==> config.mk <==
export PLATFORM = sky130hd
export DESIGN_NAME = branch_hazard_ctrl
export DESIGN_NICKNAME = d
export VERILOG_FILES = /design/src/rtl/branch_hazard_ctrl_pkg.sv /design/src/rtl/branch_hazard_ctrl_hazard_match.sv /design/src/rtl/branch_hazard_ctrl.sv
export SDC_FILE = /design/constraint.sdc
export NUM_CORES = 1
export LEC_CHECK = 0
export CAP_MARGIN = 10
export CELL_PAD_IN_SITES_DETAIL_PLACEMENT = 1
export CELL_PAD_IN_SITES_GLOBAL_PLACEMENT = 1
export CORE_UTILIZATION = 40
export CTS_CLUSTER_SIZE = 25
export DETAILED_ROUTE_END_ITERATION = 7
export PLACE_DENSITY_LB_ADDON = 0.15
export REMOVE_ABC_BUFFERS = 1
export SYNTH_ARGS = -nofsm -noshare
export SYNTH_HDL_FRONTEND = slang
export SYNTH_HIERARCHICAL = 1
export SYNTH_SLANG_ARGS = --single-unit
==> constraint.sdc <==
create_clock -name clk -period 5.63 [get_ports clk]
set_clock_uncertainty 0.15 [all_clocks]
set_input_delay 1.689 -clock clk [delete_from_list [all_inputs] [get_ports clk]]
set_output_delay 1.689 -clock clk [all_outputs]
set_load 0.01 [all_outputs]
==> src/rtl/branch_hazard_ctrl_pkg.sv <==
// Shared constants for the ID-stage branch hazard scheduler: forwarding source
// codes, Tuse/Tnew values and register-index ranges.
package branch_hazard_ctrl_pkg;

    localparam int REG_IDX_W   = 5;
    localparam int REG_IDX_MIN = 0;
    localparam int REG_IDX_MAX = 31;
    localparam logic [REG_IDX_W-1:0] REG_ZERO = 5'd0;

    typedef enum logic [1:0] {
        FWD_RF = 2'd0,
        FWD_E  = 2'd1,
        FWD_M  = 2'd2,
        FWD_W  = 2'd3
    } fwd_src_e;

    localparam int TUSE_NONE = 3;
    localparam int TNEW_ALU  = 1;
    localparam int TNEW_LOAD = 2;

endpackage

==> src/rtl/branch_hazard_ctrl_hazard_match.sv <==
// Youngest-writer search for one D-stage source operand across E, M and W.
// Returns whether a tracked stage writes the operand, which one, and its Tnew.
module hazard_match
    import branch_hazard_ctrl_pkg::*;
#(
    parameter int TNEW_W = 2
) (
    input  logic [REG_IDX_W-1:0] src,
    input  logic [TNEW_W-1:0]    tuse,
    input  logic                 e_valid,
    input  logic [REG_IDX_W-1:0] e_dst,
    input  logic [TNEW_W-1:0]    e_tnew,
    input  logic                 m_valid,
    input  logic [REG_IDX_W-1:0] m_dst,
    input  logic [TNEW_W-1:0]    m_tnew,
    input  logic                 w_valid,
    input  logic [REG_IDX_W-1:0] w_dst,
    input  logic [TNEW_W-1:0]    w_tnew,
    output logic                 hit,
    output fwd_src_e             stage,
    output logic [TNEW_W-1:0]    tnew
);

    always_comb begin
        hit   = 1'b0;
        stage = FWD_RF;
        tnew  = '0;
        // $0 and unused operands never take part in a match.
        if (src != REG_ZERO && tuse != TNEW_W'(TUSE_NONE)) begin
            if (e_valid && e_dst == src) begin
                hit   = 1'b1;
                stage = FWD_E;
                tnew  = e_tnew;
            end else if (m_valid && m_dst == src) begin
                hit   = 1'b1;
                stage = FWD_M;
                tnew  = m_tnew;
            end else if (w_valid && w_dst == src) begin
                hit   = 1'b1;
                stage = FWD_W;
                tnew  = w_tnew;
            end
        end
    end

endmodule

==> src/rtl/branch_hazard_ctrl.sv <==
// Tnew/Tuse stall and forwarding control for the ID-stage branch comparator.
// Optional BRANCH_HAZARD_PERF_EN adds free-running stall and taken-branch counters.
module branch_hazard_ctrl
    import branch_hazard_ctrl_pkg::*;
#(
    parameter int TNEW_W = 2,
    parameter int NSTAGE = 3
) (
    input  logic                 clk,
    input  logic                 reset,
    input  logic                 d_valid,
    input  logic [REG_IDX_W-1:0] d_rs,
    input  logic [REG_IDX_W-1:0] d_rt,
    input  logic [TNEW_W-1:0]    d_tuse_rs,
    input  logic [TNEW_W-1:0]    d_tuse_rt,
    input  logic [REG_IDX_W-1:0] d_dst,
    input  logic [TNEW_W-1:0]    d_tnew,
    input  logic                 flush,
    input  logic                 br_raw,
    output logic                 stall,
    output logic [1:0]           fwd_rs,
    output logic [1:0]           fwd_rt,
    output logic                 br_take
`ifdef BRANCH_HAZARD_PERF_EN
    ,
    output logic [31:0]          stall_cnt,
    output logic [31:0]          br_cnt
`endif
);

    // Index 0 = E, 1 = M, 2 = W.
    logic                 valid_q [NSTAGE];
    logic [REG_IDX_W-1:0] dst_q   [NSTAGE];
    logic [TNEW_W-1:0]    tnew_q  [NSTAGE];
    logic                 valid_d [NSTAGE];
    logic [REG_IDX_W-1:0] dst_d   [NSTAGE];
    logic [TNEW_W-1:0]    tnew_d  [NSTAGE];

    logic              hit_rs, hit_rt;
    fwd_src_e          stage_rs, stage_rt;
    logic [TNEW_W-1:0] tnew_rs, tnew_rt;
    logic              stall_rs, stall_rt;

    function automatic logic [TNEW_W-1:0] dec_sat(input logic [TNEW_W-1:0] t);
        return (t == '0) ? '0 : t - TNEW_W'(1);
    endfunction

    hazard_match #(.TNEW_W(TNEW_W)) u_match_rs (
        .src     (d_rs),
        .tuse    (d_tuse_rs),
        .e_valid (valid_q[0]), .e_dst (dst_q[0]), .e_tnew (tnew_q[0]),
        .m_valid (valid_q[1]), .m_dst (dst_q[1]), .m_tnew (tnew_q[1]),
        .w_valid (valid_q[2]), .w_dst (dst_q[2]), .w_tnew (tnew_q[2]),
        .hit     (hit_rs),
        .stage   (stage_rs),
        .tnew    (tnew_rs)
    );

    hazard_match #(.TNEW_W(TNEW_W)) u_match_rt (
        .src     (d_rt),
        .tuse    (d_tuse_rt),
        .e_valid (valid_q[0]), .e_dst (dst_q[0]), .e_tnew (tnew_q[0]),
        .m_valid (valid_q[1]), .m_dst (dst_q[1]), .m_tnew (tnew_q[1]),
        .w_valid (valid_q[2]), .w_dst (dst_q[2]), .w_tnew (tnew_q[2]),
        .hit     (hit_rt),
        .stage   (stage_rt),
        .tnew    (tnew_rt)
    );

    assign stall_rs = d_valid && hit_rs && (tnew_rs > d_tuse_rs);
    assign stall_rt = d_valid && hit_rt && (tnew_rt > d_tuse_rt);
    assign stall    = stall_rs || stall_rt;

    // A stalling operand always has tnew > 0, so it falls through to FWD_RF.
    assign fwd_rs  = (hit_rs && tnew_rs == '0) ? stage_rs : FWD_RF;
    assign fwd_rt  = (hit_rt && tnew_rt == '0) ? stage_rt : FWD_RF;
    assign br_take = br_raw && d_valid && !stall;

    always_comb begin
        for (int s = 1; s < NSTAGE; s++) begin
            valid_d[s] = valid_q[s-1];
            dst_d[s]   = dst_q[s-1];
            tnew_d[s]  = dec_sat(tnew_q[s-1]);
        end
        if (stall) begin
            valid_d[0] = 1'b0;
            dst_d[0]   = REG_ZERO;
            tnew_d[0]  = '0;
        end else begin
            valid_d[0] = d_valid;
            dst_d[0]   = d_dst;
            tnew_d[0]  = d_tnew;
        end
        // Flush outranks both advance and stall: every tracked stage empties.
        if (flush) begin
            for (int s = 0; s < NSTAGE; s++) begin
                valid_d[s] = 1'b0;
                dst_d[s]   = REG_ZERO;
                tnew_d[s]  = '0;
            end
        end
    end

    always_ff @(posedge clk or posedge reset) begin
        if (reset) begin
            for (int s = 0; s < NSTAGE; s++) begin
                valid_q[s] <= 1'b0;
                dst_q[s]   <= REG_ZERO;
                tnew_q[s]  <= '0;
            end
        end else begin
            for (int s = 0; s < NSTAGE; s++) begin
                valid_q[s] <= valid_d[s];
                dst_q[s]   <= dst_d[s];
                tnew_q[s]  <= tnew_d[s];
            end
        end
    end

`ifdef BRANCH_HAZARD_PERF_EN
    logic [31:0] stall_cnt_q, stall_cnt_d;
    logic [31:0] br_cnt_q, br_cnt_d;

    always_comb begin
        stall_cnt_d = stall_cnt_q + {31'd0, stall};
        br_cnt_d    = br_cnt_q + {31'd0, br_take};
    end

    always_ff @(posedge clk or posedge reset) begin
        if (reset) begin
            stall_cnt_q <= '0;
            br_cnt_q    <= '0;
        end else begin
            stall_cnt_q <= stall_cnt_d;
            br_cnt_q    <= br_cnt_d;
        end
    end

    assign stall_cnt = stall_cnt_q;
    assign br_cnt    = br_cnt_q;
`endif

endmodule

---- Word-level counts from Yosys, hierarchy flattened ----
Index checks and enable logic that the tools add are counted.
word-level totals
  bits in registers ....................... 24
  input port bits ......................... 26
operators by class
  equality and inequality tests ........... 8
  reductions and logical operators ........ 24
  $lt $le $gt $ge ......................... 2
  add/subtract/negate cells ............... 2
  muxes and demuxes ....................... 34
operators with widths
  cell                 number
  $mux 2               21
  $eq 5x5->1           6
  $logic_and 1x1->1    16
  $mux 15              1
  $reduce_bool 5->1    2
  $mux 1               9
  $logic_not 2->1      4
  $mux 6               1
  $mux 5               1
  $gt 2x2->1           2
  $ne 2x2->1 const B   2
  $sub 2x1->2 const B  2
  $mux 3               1
  $logic_not 1->1      1
  $logic_or 1x1->1     1

---- Depth between registers and ports, before layout ----
Gate-level depths: netlist of the first run.
  depth in word-level cells ............... 11
  gate-level depth with buffers ........... 9
  depth with buffers taken out ............ 9

---- Hierarchy ----
The synthesis of the first run kept the hierarchy.
by module, submodules not included
  module              instances  area each (µm²)  cells each  seq. area each (µm²)
  branch_hazard_ctrl  1          1034.7           74          600.6
  hazard_match        2          317.8            42          0.0

---- Worst setup path before layout of the first run ----
No wires, ideal clock.
  path type ............................... input to output
  start point ............................. in d_rs[2]
  end point ............................... out stall
  slack ................................... 83 ps
  arrival time ............................ 3708 ps
  stages on the path ...................... 8
  path through ............................ xor2_1 nor4_4 o211ai_1 a311oi_1 ha_1 nor2b_4 o2111a_4 or2_1
on the way
  cells in the longest elaborated chain, start to end .. 9
RTL lines
  element                RTL line                               RTL
  start: declaration     branch_hazard_ctrl.sv:12               input logic [REG_IDX_W-1:0] d_rs,
  $eq 5x5->1             branch_hazard_ctrl_hazard_match.sv:38  end else if (w_valid && w_dst == src) begin
  $logic_and 1x1->1      branch_hazard_ctrl_hazard_match.sv:38
  $mux 2                 branch_hazard_ctrl_hazard_match.sv:38
  $mux 2                 branch_hazard_ctrl_hazard_match.sv:34  end else if (m_valid && m_dst == src) begin
  $mux 2                 branch_hazard_ctrl_hazard_match.sv:30  if (e_valid && e_dst == src) begin
  $mux 2 (*)             branch_hazard_ctrl_hazard_match.sv:29  if (src != REG_ZERO && tuse != TNEW_W'(TUSE_NONE)) begin
  via tnew_rs[1]         branch_hazard_ctrl.sv:41               logic [TNEW_W-1:0] tnew_rs, tnew_rt;
  $gt 2x2->1 (*)         branch_hazard_ctrl.sv:70               assign stall_rs = d_valid && hit_rs && (tnew_rs > d_tuse_rs);
  $logic_and 1x1->1 (*)  branch_hazard_ctrl.sv:70
  $logic_or 1x1->1 (*)   branch_hazard_ctrl.sv:72               assign stall = stall_rs || stall_rt;
  end: declaration       branch_hazard_ctrl.sv:20               output logic stall,
Mark *: on every way through the listed nets, which the timed path passes. The rest lies on a longest branch.

---- Final worst setup path of the first run ----
  start point ............................. in d_rt[1]
  end point ............................... out stall
on the way
  cells in the longest elaborated chain, start to end .. 9
RTL lines
  element                RTL line                               RTL
  start: declaration     branch_hazard_ctrl.sv:13               input logic [REG_IDX_W-1:0] d_rt,
  $eq 5x5->1             branch_hazard_ctrl_hazard_match.sv:38
  $logic_and 1x1->1      branch_hazard_ctrl_hazard_match.sv:38
  $mux 2                 branch_hazard_ctrl_hazard_match.sv:38
  $mux 2                 branch_hazard_ctrl_hazard_match.sv:34
  $mux 2                 branch_hazard_ctrl_hazard_match.sv:30
  $mux 2 (*)             branch_hazard_ctrl_hazard_match.sv:29
  via tnew_rt[1]         branch_hazard_ctrl.sv:41
  $gt 2x2->1 (*)         branch_hazard_ctrl.sv:71               assign stall_rt = d_valid && hit_rt && (tnew_rt > d_tuse_rt);
  $logic_and 1x1->1 (*)  branch_hazard_ctrl.sv:71
  $logic_or 1x1->1 (*)   branch_hazard_ctrl.sv:72
Marked as above.

==> results of run 1 <==
-- metal layers --
metal / GRT usage / part of all wire / up-vias
li1: - / - / 735
met1: 0.346 / 0.39 / 837
met2: 0.530 / 0.54 / 72
met3: 0.0342 / 0.044 / 15
met4: 0.141 / 0.025 / 0
met5: 0 / 0 / -
-- critical path: stages --
cell      delay, ns
buf_2          0.16
xnor2_2        0.18
and4_4         0.27
nand4_1        0.23
a311oi_4       0.42
ha_1           0.32
nor2b_4        0.14
o2111a_2       0.26
or2_1          0.20
buf_2          0.14
-- stage by stage --
stage               instance area (um^2)  utilization  worst slack, ns  cells  TNS [ns]
floorplan                           1660            -           0.0828    156         0
global route                        2680        0.670           -0.250    279    -0.462
CTS                                 2580        0.644          -0.0175    278   -0.0175
detailed placement                  2250        0.563            -1.04    266     -4.18
finish                              2680        0.670           -0.210    279    -0.350
global placement                    2250        0.563           -0.956    266     -3.90
-- state kept, by name (all words and copies together), names as in the netlist --
name / flops
dst_q: 15
valid_q: 3
tnew_q: 6
-- cell usage after synthesis, drive strengths merged, types with 4 or more instances --
cell type / instances / area [um^2]
o211ai: 4 / 30.0
nor4b: 8 / 114
dfrtp: 24 / 601
ha: 4 / 50.1
nor2b: 14 / 95.1
nor4bb: 4 / 40.0
a311oi: 4 / 35.0
inv: 5 / 18.8
xnor2: 22 / 193
and3: 4 / 25.0
nand3: 4 / 20.0
nand4: 8 / 50.1
nor3: 5 / 25.0
xor2: 8 / 70.1
nand2: 9 / 33.8
-- power breakdown --
| group | internal [mW] | switching (mW) |
|---|---|---|
| sequential | 0.178 | 0.0121 |
| clock | 0.0481 | 0.0568 |
| combinational | 0.0627 | 0.0519 |
-- area by class of cell --
class                           count  area, um^2  share of cell area
Inverter                            5        18.8             0.00700
Timing Repair Buffer               70         597               0.223
Sequential cell                    24         601               0.224
Tap cell                           50        62.6              0.0233
Clock buffer                        3        41.3              0.0154
Multi-Input combinational cell    127        1360               0.507
-- kinds of logic (layout without fill, tap and decap cells) --
| logic type | count (synthesis) | in the layout | share of synthesized area |
|---|---|---|---|
| compound gates | 22 | 22 | 0.114 |
| xor+xnor | 30 | 30 | 0.157 |
| fa+ha+maj | 4 | 4 | 0.0300 |
| buf+inv | 7 | 78 | 0.0165 |
| flops | 24 | 24 | 0.360 |
| simple gates | 71 | 71 | 0.323 |
-- layout by cell type (no fill, tap or decap), types with 5 or more instances in the layout --
cell type        Yosys  layout
buf_2                1       6
nand2_1              9       8
inv_1                5       5
nor4b_2              7       7
nor2b_1             13      12
xnor2_1             22       8
buf_4                0      40
dfrtp_1             24      24
clkdlybuf4s50_1      0      15
nand4_1              8       8
xnor2_2              0      11
-- what timing repair did --
item                                    4_1_cts  5_1_grt
buffers inserted                              9        1
pin swaps                                    32        3
resized for setup                           106       14
endpoints found under the setup margin        6        4
-- how the worst max path moves through the flow --
| stage | end | slack [ns] |
|---|---|---|
| after floorplan | stall | 0.08 |
| after global placement | br_take | -0.96 |
| after detailed placement | br_take | -1.04 |
| after CTS | stall | -0.02 |
| after global routing | stall | -0.25 |
| final | stall | -0.21 |
==> PnR_summary.wiki, run 1 <==
{| class="wikitable"
! Metric !! Value
|-
| Status || complete, but fails checks
|-
| Violated checks || negative setup slack
|-
| Clock transition at the registers of the reported paths || about 0.09 ns
|-
| Number of standard-cell rows in the floorplan || 23
|-
| Total number of nets in the final design || between 200 and 300
|-
| Number of enable-type register cells in the synthesized netlist || 0
|-
| Largest net degree at the start of global routing || 25
|-
| Kind of critical path || in -> out
|-
| Post-synthesis to final-layout area growth || 60.4%
|-
| Setup repair after global routing missed its margin || yes
|-
| Vertical extent of the die || between 60 and 70 um
|-
| Leading register cell type out of synthesis || dfrtp_1
|-
| Count of antenna-violating nets left after detailed routing || 0
|-
| Startpoint of the worst register-to-register path || dst_q[6]
|-
| Sequential cell area fraction in the yosys report || 0.360
|-
| Nature of the critical path startpoint || primary input
|-
| Via count || between 1500 and 2000
|-
| Count of unique library cells instantiated by Yosys || 35
|-
| Number of standard cells after synthesis || 158
|-
| Floorplan Core Area || 4000 um^2
|-
| Total global-route track usage || 0.296
|-
| Max-cap check violation count || 0
|-
| Reg-to-Reg End || dst_q[12]
|-
| Hold violation count in the final report || 0
|-
| Hold-critical path depth || 1
|-
| First-iteration detailed-routing DRC count || 75
|-
| Cell at the root of the clock tree || clkbuf_8
|-
| Overall power of the completed layout || a little over 0.4 mW
|-
| Static leakage || approximately 1.2 nW
|-
| First-pass GRT wire length || between 9000 and 10000 um
|-
| Count of warnings emitted by yosys || 6
|-
| Average wire per cell in the routed design || 23.1 um
|-
| Final Slew Violations || 0
|-
| CTS Buffer Depth || 2
|-
| DP Wirelength || around 4000 um
|-
| DRC violation count after routing || 0
|-
| Synthesized cell area || 1670 um^2
|-
| Die boundary width || between 60 and 70 um
|-
| Post-synthesis async set-or-reset flop share || 1.00
|-
| CTS buffer count || 3
|-
| Number of fillers in the final layout || between 400 and 500
|-
| Die ar. || 4440 um^2
|-
| Hold-fix buffers, CTS || 0
|-
| Routability congestion estimate || 0.908
|-
| Drt total wl || between 6000 and 7000 um
|-
| Antenna diode count || 0
|-
| Data arrival, critical path || roughly 4 ns
|-
| Clock H-tree levels || 1
|-
| Effective utilization at floorplan || 0.418
|-
| Cell count of the worst reg-to-reg path || 9
|-
| Slack of the worst reg-to-reg path || 2.61 ns
|-
| Hold crit path type || reg -> reg
|-
| Headroom to the max-slew limit || 0.289
|-
| Time the worst path needs with I/O delays and setup || about 5.8 ns
|-
| Fraction of layout instances using a drive strength above 1 || 0.459
|-
| Number of sinks on the clock net || 24
|-
| Via count of the first global-routing pass || roughly 1800
|-
| Total iterations of the first detailed-routing run || 4
|-
| Post-synthesis sequential element count || 24
|-
| Maximum resistive drop on vdd || between 0.15 and 0.2 mV
|-
| Smallest setup slack after layout || -0.210 ns
|-
| Boundary pin count || 32
|-
| Hold Worst Slack || 0.378 ns
|-
| Tcrit/Tclk final || 1.04
|-
| Overflow left after global routing || 0
|-
| Destination of the worst hold path || tnew_q[0]
|-
| Hold wc startpoint || tnew_q[2]
|-
| Finish-stage setup viols || 2
|-
| Highest attainable clock frequency || 0.171 GHz
|-
| # port buffers || 31
|-
| Category of the worst setup path capture point || primary output
|-
| Pwr dens || 153 nW/um^2
|-
| Post-DR vias/cell || between 5 and 6
|-
| Slew of the pin with the lowest slew margin || ~1.1 ns
|-
| Largest driver fanout on the critical path || 4
|-
| Number of antenna violations at the first check in global routing || 0
|-
| Avg Cell Area, Syn || 10.6 um^2
|-
| TritonCTS clock tree || built
|-
| Clock latency reported for the late side of the worst-skew pair || approximately 0.27 ns
|-
| Worst path required time || 3.79 ns
|-
| Worst setup startpoint || d_rt[1]
|}
No activity file was read; power rests on OpenSTA's default activity.
==> run 2, diff against run 1 <==
Settings changed: GPL_TIMING_DRIVEN set to 0, SLEW_MARGIN set to 20.
==> run 2 against run 1 <==
Effect of this change: the run still ends with negative setup slack left; worst hold slack worse by 0.016 ns; global-route usage shrank 2.7 points; total power decreased by 2.0%; critical endpoint unchanged.
==> PnR_summary.wiki, run 2 (synthesized netlist as in run 1, its figures left out) <==
{| class="wikitable"
! Metric !! Value
|-
| Smallest setup slack after layout || -0.145 ns
|-
| Instance area at placement || about 2000 um^2
|-
| First-pass GRT wire length || between 8000 and 9000 um
|-
| Total number of nets in the final design || 241
|-
| Non-filler instance count after layout || 260
|-
| Clock H-tree levels || 1
|-
| Headroom to the max-slew limit || 0.306
|-
| Via count of the first global-routing pass || between 1500 and 2000
|-
| Setup repair after global routing missed its margin || yes
|-
| CTS Buffer Depth || 2
|-
| Floorplan Core Area || ~4000 um^2
|-
| DP Wirelength || 3530 um
|-
| Post-synthesis to final-layout area growth || 45.5%
|-
| Most common library cell in the layout ignoring fill and taps || dfrtp_1
|-
| Static leakage || ~1.1 nW
|-
| Average wire per cell in the routed design || roughly 21 um
|-
| Number of antenna violations at the first check in global routing || 0
|-
| Number of sinks on the clock net || 24
|-
| Hold-fix buffers, CTS || 0
|-
| Overall power of the completed layout || about 0.4 mW
|-
| Violated checks || negative setup slack
|-
| Clock transition at the registers of the reported paths || 0.08 ns
|-
| Hold crit path type || reg -> reg
|-
| Time the worst path needs with I/O delays and setup || ~5.8 ns
|-
| Clock latency reported for the late side of the worst-skew pair || about 0.27 ns
|-
| Final Slew Violations || 0
|-
| Data arrival, critical path || between 3 and 4 ns
|-
| Highest attainable clock frequency || approximately 0.17 GHz
|-
| Overflow left after global routing || 0
|-
| Total iterations of the first detailed-routing run || 4
|-
| Number of standard-cell rows in the floorplan || 23
|-
| Worst path required time || 3.79 ns
|-
| Count of antenna-violating nets left after detailed routing || 0
|-
| Die boundary width || 66.6 um
|-
| Boundary pin count || 32
|-
| Effective utilization at floorplan || 0.418
|-
| Stage delay of the slowest cell on the critical path || 0.41 ns
|-
| Kind of critical path || in -> out
|-
| Post-DR vias/cell || ~5.8
|-
| Worst-path cell with the longest stage delay || nor4_4
|-
| Antenna diode count || 0
|-
| Die ar. || 4440 um^2
|-
| Fraction of layout instances using a drive strength above 1 || 0.357
|-
| Pwr dens || 165 nW/um^2
|-
| Worst slack after detailed placement || -1.29 ns
|-
| Cell at the root of the clock tree || clkbuf_8
|-
| Hold violation count in the final report || 0
|-
| Via count || 1511
|-
| Maximum resistive drop on vdd || roughly 0.12 mV
|-
| Vertical extent of the die || approximately 67 um
|-
| Post-route standard cell area excluding fillers || roughly 2400 um^2
|-
| Top library cells by usage in the layout, fill and taps aside || 24 x dfrtp_1, 19 x buf_4, 16 x xnor2_1
|-
| Total global-route track usage || 0.269
|-
| Finish-stage setup viols || 2
|-
| Largest net degree at the start of global routing || 25
|-
| Slew of the pin with the lowest slew margin || 1.04 ns
|-
| Largest driver fanout on the critical path || 4
|-
| Top reg by flops || dst_q
|-
| Hold Worst Slack || between 0.3 and 0.4 ns
|-
| Worst-path cell chain || buf_12 > xor2_4 > nor4_4 > o211ai_1 > a311oi_4 > ha_1 > nor2b_4 > o2111a_2 > or2_1 > buf_2
|-
| CTS buffer count || 3
|-
| Status || complete, but fails checks
|-
| Max-cap check violation count || 0
|-
| Registers with the most flip-flops || dst_q (15), tnew_q (6), valid_q (3)
|-
| Inst Count DP || roughly 240
|-
| First-iteration detailed-routing DRC count || 37
|-
| Tcrit/Tclk final || 1.03
|-
| Category of the worst setup path capture point || primary output
|-
| Drt total wl || about 5400 um
|-
| # port buffers || 31
|-
| DRC violation count after routing || 0
|-
| Nature of the critical path startpoint || primary input
|-
| Number of flip-flops in the largest register || 15
|-
| Routability congestion estimate || around 0.87
|-
| TritonCTS clock tree || built
|}
==> run 2: changes by cell type in the layout (fill, tap and decap cells not counted), moves of 2 or more <==
cell and change:
buf_4 -21, xnor2_4 -3, o21ai_4 +2, xnor2_1 +8, o21ai_2 -2, xnor2_2 -5, buf_6 +2
==> run 2: final cells by class <==
class,count,area [um^2]
fillers,427,1570
multi-input cells,127,1260
flip-flops and latches,24,601
repair buffers,50,435
well taps,50,62.6
clock buffers,4,55.1
inverters,5,18.8
==> run 2: power breakdown <==
part / internal, mW / switching [mW]
combinational: 0.0485 / 0.0469
clock: 0.0625 / 0.0563
sequential: 0.178 / 0.00896
total: 0.289 / 0.112
==> run 2: timing repair <==
item | CTS | global route
pin swaps | 19 | 8
resized for setup | 95 | 8
endpoints found under the setup margin | 6 | 4
setup buffers | 14 | 5
==> run 2: critical path, delay by kind of cell <==
| family | cells | cell delay (ns) |
|---|---|---|
| simple gates | 3 | 0.77 |
| compound gates | 3 | 0.74 |
| xor+xnor | 1 | 0.18 |
| buf+inv | 2 | 0.26 |
| fa+ha+maj | 1 | 0.30 |
==> run 2: path summary, 6_finish.rpt <==
check,startpoint,endpoint,depth (start not counted),slack [ns]
max in group asynchronous,reset,dst_q[8],2,3.00
min in group asynchronous,reset,dst_q[12],2,1.76
worst max register to register,dst_q[3],dst_q[13],9,2.73
worst max-delay path,d_rt[3],stall,10,-0.15
worst min register to register,tnew_q[2],tnew_q[0],1,0.36
worst min-delay path,tnew_q[2],tnew_q[0],1,0.36
==> run 2: layer usage <==
layer  global-route usage  vias to the layer above  part of all wire
met1                0.313                      761              0.39
li1                     -                      696                 -
met3               0.0325                       17             0.027
met4                0.112                        0             0.034
met5                    0                        -                 0
met2                0.492                       37              0.54
==> run 2: stage by stage <==
step	utilization	TNS, ns
CTS	0.589	-0.178
detailed placement	0.509	-4.26
floorplan	-	0
global route	0.608	-0.607
finish	0.608	-0.275
global placement	0.509	-3.69
